<file path="src/rtl/pre_decode.sv">
// Pre-decode stage between fetch and decode: holds the returned instruction across
// decode stalls and predicts B/BL (and, with PD_BTFN_PREDICT_EN, backward conditional branches).
module pre_decode (
  input  logic        clk,
  input  logic        rstn,
  input  logic        FpD_valid,
  input  logic [42:0] FpD_BUS,
  input  logic [31:0] inst_sram_rdata,
  input  logic        D_allowin,
  input  logic        flush,
  output logic        pD_allowin,
  output logic [32:0] predict_BUS,
  output logic        pDD_valid,
  output logic [74:0] pDD_BUS
);

`ifdef PD_BTFN_PREDICT_EN
  localparam bit BtfnEn = 1'b1;
`else
  localparam bit BtfnEn = 1'b0;
`endif

  logic        pd_valid;
  logic        fresh;
  logic        buf_valid;
  logic [31:0] pc;
  logic [31:0] inst_buf;
  logic        ex;
  logic [7:0]  ecode;
  logic        esubcode;

  logic        accept;
  logic [31:0] inst;
  logic [5:0]  opcode;
  logic        is_b;
  logic        is_cond;
  logic        is_pred;
  logic [31:0] b_offs;
  logic [31:0] cond_offs;
  logic [31:0] target;
  logic        predict_taken;

  assign pD_allowin = !pd_valid || D_allowin;
  assign accept     = pD_allowin && FpD_valid && FpD_BUS[10];

  // NOTE: reset is synchronous and wins over accept/flush; all state uses non-blocking updates.
  always_ff @(posedge clk) begin
    if (!rstn) begin
      pd_valid  <= 1'b0;
      fresh     <= 1'b0;
      buf_valid <= 1'b0;
      pc        <= '0;
      inst_buf  <= '0;
      ex        <= 1'b0;
      ecode     <= '0;
      esubcode  <= 1'b0;
    end else begin
      fresh <= accept;
      if (accept) begin
        pd_valid <= 1'b1;
        pc       <= FpD_BUS[42:11];
        ex       <= FpD_BUS[9];
        ecode    <= FpD_BUS[8:1];
        esubcode <= FpD_BUS[0];
      end else if (D_allowin || flush) begin
        pd_valid <= 1'b0;
      end
      // The SRAM word is only valid in the cycle after the fetch; keep it if decode stalls.
      if (fresh && pd_valid && !D_allowin && !flush) begin
        buf_valid <= 1'b1;
        inst_buf  <= inst_sram_rdata;
      end else if (D_allowin || flush) begin
        buf_valid <= 1'b0;
      end
    end
  end

  always_comb begin
    inst      = ex ? 32'd0 : (buf_valid ? inst_buf : inst_sram_rdata);
    opcode    = inst[31:26];
    is_b      = (opcode == 6'b010100) || (opcode == 6'b010101);
    is_cond   = (opcode >= 6'b010110) && (opcode <= 6'b011011);
    b_offs    = {{4{inst[9]}}, inst[9:0], inst[25:10], 2'b00};
    cond_offs = {{14{inst[25]}}, inst[25:10], 2'b00};
    // Static backward-taken/forward-not-taken for conditional branches when enabled.
    is_pred   = is_b || (is_cond && inst[25] && BtfnEn);
    target    = pc + (is_b ? b_offs : cond_offs);
    // Redirect only when the entry hands off this edge, so each instruction predicts once.
    predict_taken = pd_valid && D_allowin && !flush && !ex && is_pred;
    predict_BUS   = predict_taken ? {1'b1, target} : 33'd0;
  end

  assign pDD_valid = pd_valid && !flush;
  assign pDD_BUS   = {pc, inst, predict_taken, ex, ecode, esubcode};

endmodule

</file>
<file path="config.mk">
export PLATFORM = sky130hd
export DESIGN_NAME = pre_decode
export DESIGN_NICKNAME = d
export VERILOG_FILES = /design/src/rtl/pre_decode.sv
export SDC_FILE = /design/constraint.sdc
export NUM_CORES = 1
export LEC_CHECK = 0
export ABC_AREA = 1
export BUFFER_PORTS_ARGS = -buffer_cell sky130_fd_sc_hd__buf_2
export CAP_MARGIN = 20
export CORE_AREA = 2 2 107 109
export CTS_CLUSTER_SIZE = 24
export DETAILED_ROUTE_END_ITERATION = 8
export DIE_AREA = 0 0 109 111
export GPL_TIMING_DRIVEN = 0
export HOLD_SLACK_MARGIN = 0.05
export PLACE_DENSITY_LB_ADDON = 0.1
export SLEW_MARGIN = 15
export SYNTH_ARGS = -nofsm -noshare
export SYNTH_HDL_FRONTEND = slang
export SYNTH_SLANG_ARGS = --single-unit
</file>
<file path="constraint.sdc">
create_clock -name clk -period 5.78 [get_ports clk]
set_input_delay 0 -clock clk [delete_from_list [all_inputs] [get_ports clk]]
set_output_delay 0 -clock clk [all_outputs]
set_load 0.005 [all_outputs]
</file>
Yosys cells after proc, flatten, opt, wreduce, memory -nomap -nowiden:

Cells that the tools add are included.

* bits in registers: 77
* input bits: 80
* output and inout port bits: 110
* word-level logic and storage cells: 37

* $add $sub $neg: 1
* equal/unequal tests: 2
* multiplexer cells: 7
* reductions and logical operators: 19

Operators by type and width (count)
* two-way mux 32 bit: 3
* two-way mux 33 bit: 1
* adder 32 bit: 1
* == test 6 x 5 -> 1 bit, second input constant: 2
* logical AND 1 bit: 10
* logical NOT 1 bit: 4
* nonzero test 2 bit: 2
* logical OR 1 bit: 3
* two-way mux 1 bit: 3

Longest topological paths before layout:

Gate-level depths: netlist of run 1.

* depth after elaboration: 7
* mapped depth: 22
* gate-level depth less buffers: 21

Worst setup path before layout of run 1:

No wires, ideal clock.

* path kind: register -> output
* start: register ex
* end: output predict_BUS[28]
* arrival time: 2.733 ns
* data required time: 5.780 ns
* setup slack: 3.047 ns
* stages on the path, launching flop included: 18
* path buffers: 3
* cells stage by stage: dfxtp_1 inv_1 clkbuf_2 clkbuf_1 clkbuf_1 o21ai_0 nor2_1 ha_1 fa_1 nand2_1 a21oi_1 nand2_1 nand2_1 a21o_1 nand2_1 nand3_1 nand2_1 nor2_1

* elaborated cells on any way between the ends: 10
* those cells by class: add/sub: 1; eq/ne: 2; mux: 3; reduce/logical: 4

RTL lines
* from (decl): RTL line 28 `logic ex;`
* from (signal assigned): RTL line 62 `ex <= FpD_BUS[9];`
* two-way mux 32 bit: RTL line 79 `inst = ex ? 32'd0 : (buf_valid ? inst_buf : inst_sram_rdata);`
* net pDD_BUS[21]: RTL line 14 `output logic [74:0] pDD_BUS`
* two-way mux 32 bit: RTL line 87 `target = pc + (is_b ? b_offs : cond_offs);`
* adder 32 bit: RTL line 87
* two-way mux 33 bit: RTL line 90 `predict_BUS = predict_taken ? {1'b1, target} : 33'd0;`
* to (decl): RTL line 12 `output logic [32:0] predict_BUS,`

The timed path passes the listed nets, and every way through them passes these cells.

Worst setup path in the final report of run 1:

* start: register ex
* end: output predict_BUS[28]

* longest elaborated chain between the ends: 6
* elaborated cells on any way between the ends: 10
* those cells by class: add/sub: 1; eq/ne: 2; mux: 3; reduce/logical: 4

Ends and longest elaborated chain
* two-way mux 32 bit: RTL line 79
* == test 6 x 5 -> 1 bit: RTL line 81 `is_b = (opcode == 6'b010100) || (opcode == 6'b010101);`
* logical OR 1 bit: RTL line 81
* two-way mux 32 bit: RTL line 87
* adder 32 bit: RTL line 87
* two-way mux 33 bit (*): RTL line 90

Mark *: on every way between the ends. The rest lies on a longest branch, timed or not.

==> impl_metrics.tcl, run 1 <==
set metrics [dict create \
    synth_ff_type "dfxtp_1" \
    ios 190 \
    slew_violations 0 \
    synth.distinct_cells 39 \
    timing.fmax_mhz 248 \
    postPlaceCellArea_sq_um 6450 \
    required_ns 5.78 \
    yosysMostFrequentCell "nor2_1" \
    timing.rr.start "buf_valid" \
    period_share_pct 69.6 \
    crit_path_max_fanout 10 \
    path_buf_inv 5 \
    seq_power_share_pct 37.2 \
    cpPeakStageDelay_ns 0.40 \
    cts_root_buf "clkbuf_16" \
    fin_setup_tns_ns 0 \
    grt_first_pass_wirelength_microns 30200 \
    place.gp.congestion 0.953 \
    hold_path.class "primary input to flip-flop" \
    yosysSeqAreaShare_pct 28.9 \
    hpwl_microns 13900 \
    drive_gt1_share_pct 20.9 \
    worst_pin_slew_ns 0.596 \
    port_buffers 188 \
    skew_ns 0.00742 \
    p_int_w 0.00103 \
    critPathKind "flip-flop to output port" \
    rows 39 \
    grt_max_degree 14 \
    ys.warnings.count 0 \
    antenna_found_initial 0 \
    insertedDiodeCount 0 \
    synth-edff-count 0 \
    path_cells "inv_1, clkbuf_2, clkbuf_1, clkbuf_1, o21ai_0, nor2_1, ha_1, fa_1, nand2_1, a21oi_1, nand2_1, nand2_1, a21o_1, nand2_1, a21oi_1, nor2_1, buf_2" \
    cts_tree "built" \
    filler_cell_count 1045 \
    grt_overflow 0 \
    path_common_cell "nand2_1" \
    synthTopCellsByCount "nor2_1, nand2_1, o21ai_0" \
    p_sw_w 0.000508 \
    first_pass_iters 5 \
    fin_crit_ns 4.02 \
    mappedNetlistArea_sq_um 5330 \
    pwr-share-comb_pct 28.2 \
    cts_buffers 9 \
    p_leak_nw 3.95 \
    wirelength_microns 18900 \
    slew_headroom_pct 60.3 \
    vias 6583 \
    die_x_microns 109 \
    ys_top_cells_by_area "dfxtp_1, nor2_1, o21ai_0, nand2_1, ha_1" \
    cts.sinks 77 \
    synth_top_cell_by_area "dfxtp_1" \
    setup_ws_ns 1.76 \
    antenna_left 0 \
    hold_viol 0 \
    sw_frac_of_total_pct 33.1 \
    die_h_microns 111 \
    p_clk_share_pct 34.7 \
    startpoint_type "flip-flop" \
    endpoint_kind "output port" \
    hold_ws_ns 0.125 \
    status "complete, no violations" \
    setup_viol 0 \
    wl_per_cell_microns 14.5 \
    place_ws_ns 2.19 \
    avgSynthCellArea_sq_um 6.15 \
    design_area_sq_um 7590 \
    max-clock-path-buffers 2 \
    ir_worst_vdd_uv 217 \
    synthToLayoutAreaGrowth_pct 42.4 \
    synth_nets 981 \
    die_area_sq_um 12100 \
    cts_max_level 3 \
    rsz0062_at_grt "false" \
    synthArstFlopShare_pct 0 \
    worstPathArrival_ns 4.02 \
    nets 1267 \
    clock_latency_ns 0.35 \
    start_util_pct 48.1 \
    synth.top_cell.area_share_pct 28.9 \
    drv_cap 0 \
    cp_slowest_cell "clkbuf_1" \
    grt_use_total_pct 31.8 \
    viasPerCell 5.06 \
    power_density_nw_per_um2 202 \
    drc 0 \
    startpoint "ex" \
    first_global_vias 6188 \
    clk_pin_slew_ns 0.06 \
    yosys_register_bits 77 \
    coreArea_sq_um 11100 \
    final_util_pct 68.5 \
    synth_cells 867 \
    cp_top_family "buffers and inverters" \
    min_from "rstn" \
    drt-initial-drc-count 451 \
]
## layer usage
layer / GRT usage, % / part of all wire [%] / vias up / wire length [microns]
met5: 0 / 0 / - / 0
met4: 11.1 / 2.7 / 0 / 506
met3: 6.53 / 7.3 / 31 / 1380
met2: 51.5 / 46 / 248 / 8630
met1: 41.6 / 44 / 2936 / 8360
li1: - / - / 3368 / -
## sequential cells by signal, summed over array words and instances (netlist names)
signal and count:
inst_buf 32, pc 32, buf_valid 1, ex 1
fresh 1, pd_valid 1, ecode 8, esubcode 1
## per-stage QoR
step,instances,total power (W)
after floorplan,867,0.000819
after global placement,1198,0.000956
after detailed placement,1198,0.000957
after CTS,1301,0.00153
after global routing,1301,0.00162
final,1301,0.00154
## final cells by class
cell class                      count  area [sq um]  share of cell area [%]
Clock buffer                       11           233                    3.07
Sequential cell                    77          1540                    20.3
Clock inverter                      5          35.0                   0.462
Buffer                             39           199                    2.62
Inverter                           69           259                    3.41
Timing Repair Buffer              275          1810                    23.9
Tap cell                          143           179                    2.36
Multi-Input combinational cell    682          3330                    43.9
## power by group through the flow
stage               clock network [W]  logic [W]  registers, W
floorplan                           0   0.000239      0.000580
global placement                    0   0.000374      0.000582
detailed placement                  0   0.000376      0.000582
CTS                          0.000534   0.000424      0.000570
global route                 0.000562   0.000485      0.000573
finish                       0.000532   0.000433      0.000571
## cells by family (layout without fill, tap and decap cells)
group | Yosys count | after routing | share of synthesized area [%]
flops | 77 | 77 | 28.9
compound gates | 188 | 188 | 19.3
xor+xnor | 6 | 6 | 0.986
simple gates | 454 | 454 | 34.0
fa+ha+maj | 34 | 34 | 8.12
buf+inv | 108 | 399 | 8.59
## final timing paths
check / end / slack [ns] / depth (start not counted)
max: predict_BUS[28] / 1.76 / 17
min: ex / 0.13 / 3
max reg2reg: buf_valid / 3.80 / 5
min reg2reg: inst_buf[29] / 0.46 / 2
## placed cells by master (no fill, tap or decap), types with 7 or more instances in the layout
cell type	instances
nor2_1	277
buf_2	196
nand2_1	128
o21ai_0	109
dlygate4sd3_1	87
dfxtp_1	77
inv_1	64
a21oi_1	47
ha_1	33
nand3_1	27
clkbuf_1	22
clkbuf_16	9
o21bai_1	8
buf_4	7
nor3_1	7
## worst reg2reg max path, stage by stage (launching register included)
cell           delay (ns)
dfxtp_1              0.47
buf_4                0.22
clkbuf_1             0.38
nand3b_1             0.11
dlygate4sd3_1        0.59
a21oi_1              0.14
## what timing repair did
item / in CTS / in global routing
resized for setup: 0 / 0
endpoints found under the hold margin: 76 / 0
setup buffers: 0 / 0
hold buffers: 87 / 0
(Power assumes the default switching activity.)
==> run 2: changes to the inputs <==
- clock period: 5.78 -> 4.1 ns (I/O delays scaled with it)
==> impl_metrics.tcl, run 2 (synthesized netlist as in run 1, its figures left out) <==
set metrics [dict create \
    startpoint_type "flip-flop" \
    power_density_nw_per_um2 286 \
    drc 0 \
    skew_ns 0.00693 \
    rows 39 \
    wirelength_microns 18800 \
    timing.rr.start "pd_valid" \
    cts_buffers 9 \
    drv_cap 0 \
    setup_viol 0 \
    viasPerCell 5.06 \
    max-clock-path-buffers 2 \
    wl_per_cell_microns 14.5 \
    synthToLayoutAreaGrowth_pct 42.4 \
    coreArea_sq_um 11100 \
    cts_max_level 3 \
    post-cts-setup-buffers 0 \
    insertedDiodeCount 0 \
    grt_first_pass_wirelength_microns 30200 \
    die_x_microns 109 \
    rrSetupSlack_ns 2.14 \
    antenna_left 0 \
    slew_headroom_pct 60.3 \
    cts.sinks 77 \
    clk_pin_slew_ns 0.06 \
    required_ns 4.10 \
    hold_end "ex" \
    endpoint_kind "output port" \
    postPlaceCellArea_sq_um 6450 \
    vias 6580 \
    crit_path_max_fanout 10 \
    ir_worst_vdd_uv 306 \
    antenna_found_initial 0 \
    nets 1267 \
    r2r_cells 6 \
    period_share_pct 90.8 \
    slew_violations 0 \
    clock_latency_ns 0.35 \
    min_from "rstn" \
    r2r_end "pc[15]" \
    first_pass_iters 6 \
    place.gp.congestion 0.953 \
    final_common_cell "nor2_1" \
    p_leak_nw 3.96 \
    hold_viol 0 \
    grt_max_degree 14 \
    drive_gt1_share_pct 21.2 \
    cts_root_buf "clkbuf_16" \
    rsz0062_at_grt "false" \
    die_area_sq_um 12100 \
    critPathKind "flip-flop to output port" \
    grt_overflow 0 \
    reg.largest.list "inst_buf (32), pc (32), ecode (8)" \
    die_h_microns 111 \
    worst_pin_slew_ns 0.596 \
    filler_cell_count 1047 \
    mostFrequentLayoutCells "nor2_1, buf_2, nand2_1" \
    fin_crit_ns 3.72 \
    worstPathArrival_ns 3.72 \
    drt-initial-drc-count 449 \
    grt_use_total_pct 31.8 \
    fin_setup_tns_ns 0 \
    first_global_vias 6188 \
    whs_path_depth 3 \
    status "complete, no violations" \
    design_area_sq_um 7590 \
    start_util_pct 48.1 \
    port_buffers 188 \
    cts_tree "built" \
    ios 190 \
    timing.fmax_mhz 269 \
    hpwl_microns 13900 \
    hold_path.class "primary input to flip-flop" \
]
==> run 2: final cells by class <==
type	count	area (sq um)	share of cell area, %
inverter	69	259	3.41
clock inverter	5	35.0	0.462
sequential	77	1540	20.3
multi-input combinational	682	3330	43.9
clock buffer	11	233	3.07
tap	143	179	2.36
buffer	39	201	2.65
timing repair buffer	275	1810	23.9
==> run 2: power breakdown <==
part | internal (W) | total (W) | leakage [nW] | switching (W)
Sequential | 0.000779 | 0.000805 | 0.629 | 0.0000252
Combinational | 0.000258 | 0.000610 | 3.20 | 0.000352
Clock | 0.000412 | 0.000753 | 0.130 | 0.000341
==> run 2: layer usage <==
| metal | track usage (%) | routed length (microns) | part of all wire [%] |
|---|---|---|---|
| met2 | 51.5 | 8630 | 46 |
| met4 | 11.1 | 478 | 2.5 |
| met5 | 0 | 0 | 0 |
| met3 | 6.53 | 1370 | 7.3 |
| met1 | 41.6 | 8360 | 44 |
==> run 2: timing repair <==
| item | 4_1_cts | 5_1_grt |
|---|---|---|
| endpoints found under the hold margin | 76 | 0 |
| hold buffers | 87 | 0 |
| setup endpoints to repair | 0 | 15 |
| gates resized for setup | 0 | 5 |
==> run 2: through the flow <==
stage               util [%]  cells  worst slack (ns)  hold slack, ns  power (W)
finish                  68.5   1301             0.377           0.114    0.00217
global route            68.5   1301            0.0743           0.151    0.00228
CTS                     68.5   1301             0.134           0.109    0.00216
detailed placement      58.2   1198             0.514           0.255    0.00135
global placement        58.2   1198             0.501           0.250    0.00135
floorplan                  -    867              1.37          0.0439    0.00115
==> run 2: worst max path at each step <==
stage	start	to	cells after the start
finish	buf_valid	predict_BUS[28]	17
detailed placement	ex	predict_BUS[28]	18
CTS	ex	predict_BUS[28]	18
global placement	ex	predict_BUS[28]	17
floorplan	ex	predict_BUS[28]	17
global route	ex	predict_BUS[28]	18
==> run 2: worst max-delay path, stage by stage (launching register included) <==
cell      delay (ns)
dfxtp_1         0.38
inv_2           0.12
buf_4           0.18
buf_2           0.26
clkbuf_1        0.40
nor2_1          0.08
nor2_1          0.19
ha_1            0.23
fa_1            0.20
nand2_1         0.07
a21oi_1         0.38
nand2_1         0.10
nand2_1         0.15
a21o_1          0.23
nand2_1         0.09
a21oi_1         0.15
nor2_1          0.06
buf_2           0.12
==> run 3: changes to the inputs <==
- GPL_ROUTABILITY_DRIVEN: unset -> 0
- GPL_TIMING_DRIVEN: 0 -> unset
- RECOVER_POWER: unset -> 50
==> impl_metrics.tcl, run 3 (synthesized netlist as in run 1, its figures left out) <==
set metrics [dict create \
    fin_setup_tns_ns 0 \
    first_pass_iters 5 \
    worstPathArrival_ns 3.66 \
    clk_pin_slew_ns 0.06 \
    port_buffers 189 \
    hpwl_microns 12800 \
    filler_cell_count 1070 \
    coreArea_sq_um 11100 \
    die_h_microns 111 \
    period_share_pct 89.2 \
    wl_per_cell_microns 14.3 \
    viasPerCell 5.05 \
    cts_buffers 9 \
    rsz0062_at_grt "false" \
    violations "capacitance limit, slew limit" \
    setup_ws_ns 0.442 \
    reg.largest.list "inst_buf (32), pc (32), ecode (8)" \
    synthToLayoutAreaGrowth_pct 36.7 \
    ir_worst_vdd_uv 282 \
    hold_end "inst_buf[11]" \
    place_ws_ns 0.747 \
    slew_headroom_pct -35.4 \
    ios 190 \
    slew_violations 50 \
    p_int_w 0.00143 \
    nets 1225 \
    critPathKind "flip-flop to output port" \
    r2r_end "ecode[2]" \
    hold_path.class "primary input to flip-flop" \
    mostFrequentLayoutCells "nor2_1, buf_2, nand2_1" \
    rrSetupSlack_ns 0.66 \
    p_leak_nw 3.70 \
    power_density_nw_per_um2 292 \
    rows 39 \
    drv_cap 1 \
    start_util_pct 48.1 \
    insertedDiodeCount 0 \
    vias 6363 \
    final_common_cell "nor2_1" \
    antenna_left 0 \
    die_x_microns 109 \
    seq_power_share_pct 37.9 \
    grt_first_pass_wirelength_microns 29000 \
    worst_pin_slew_ns 2.03 \
    crit_path_max_fanout 19 \
    first_global_vias 6007 \
    cts_root_buf "clkbuf_16" \
    fin_crit_ns 3.66 \
    cts_tree "built" \
    clock_latency_ns 0.34 \
    pwr-share-comb_pct 27.3 \
    p_clk_share_pct 34.7 \
    endpoint_kind "output port" \
    p_sw_w 0.000696 \
    whs_path_depth 4 \
    die_area_sq_um 12100 \
    drive_gt1_share_pct 17.4 \
    grt_use_total_pct 30.4 \
    drt-initial-drc-count 377 \
    grt_max_degree 76 \
    antenna_found_initial 0 \
    r2r_cells 7 \
    setup_viol 0 \
    required_ns 4.10 \
    hold_viol 0 \
    skew_ns 0.00499 \
    sw_frac_of_total_pct 32.7 \
    timing.rr.start "pd_valid" \
    cts.sinks 77 \
    min_from "rstn" \
    cts_max_level 3 \
    timing.fmax_mhz 273 \
    grt_overflow 0 \
    max-clock-path-buffers 2 \
    wirelength_microns 18000 \
    startpoint_type "flip-flop" \
    status "complete, but fails checks" \
    post-cts-setup-buffers 0 \
    drc 0 \
]
## run 3: cell types whose count changed in the layout (fill, tap and decap cells not counted), sizes merged
cell and change:
clkinvlp +1, clkinv +2, buf -49, inv -3, clkbuf +18, dlygate4sd3 -11
## run 3: worst max path at each step
stage	from	endpoint	slack [ns]	cells past startpoint
final	ex	predict_BUS[31]	0.44	18
after global routing	D_allowin	pc[19]	0.07	10
after CTS	buf_valid	predict_BUS[28]	0.36	17
after detailed placement	buf_valid	predict_BUS[28]	0.75	17
after global placement	ex	predict_BUS[31]	0.80	19
after floorplan	ex	predict_BUS[28]	1.37	17
## run 3: critical path, cell delays in order, from the launching register on
cell and delay, ns:
dfxtp_1 0.40, clkinvlp_4 0.35, nand3_1 0.24, nand3_2 0.13, o21bai_1 0.24, clkinv_1 0.27, nor2_1 0.25, ha_1 0.30
nand2_1 0.15, inv_1 0.05, a21oi_1 0.20, nand2_1 0.11, nand2_1 0.07, nand2_1 0.05, a21oi_1 0.17, nand3_1 0.09
nand2_1 0.06, nor2_1 0.05, buf_2 0.13
## run 3: metal layers
layer / up-vias / share of wire (%) / global-route usage [%]
li1: 3282 / - / -
met1: 2800 / 44 / 37.4
met2: 245 / 47 / 51.8
met3: 36 / 6.9 / 5.47
met4: 0 / 2.7 / 11.6
met5: - / 0 / 0
## run 3: power groups by stage
stage	Sequential [W]	Clock, W	Combinational, W
final	0.000806	0.000738	0.000581
after floorplan	0.000818	0	0.000336
after global routing	0.000810	0.000779	0.000654
after detailed placement	0.000821	0	0.000521
after global placement	0.000821	0	0.000521
after CTS	0.000805	0.000747	0.000579
## run 3: timing repair
| item | in CTS | in global routing |
|---|---|---|
| endpoints found under the hold margin | 76 | 0 |
| endpoints found under the setup margin | 0 | 7 |
| hold buffers | 76 | 0 |
| resized for setup | 0 | 3 |
## run 3: final cells by class
type	instances	area (sq um)	area share, %
timing repair buffer	272	1710	23.4
clock inverter	5	35.0	0.481
inverter	69	264	3.62
clock buffer	11	233	3.19
tap	143	179	2.46
sequential	77	1540	21.2
multi-input combinational	682	3330	45.7
## run 3: metrics by stage
stage | total power (W) | hold slack, ns | util, % | instances | instance area [sq um]
floorplan | 0.00115 | 0.0439 | - | 867 | 5330
global placement | 0.00134 | 0.249 | 56.9 | 1167 | 6310
detailed placement | 0.00134 | 0.258 | 56.9 | 1167 | 6310
CTS | 0.00213 | 0.240 | 66.2 | 1259 | 7340
global route | 0.00224 | 0.372 | 65.8 | 1259 | 7290
finish | 0.00213 | 0.328 | 65.8 | 1259 | 7290
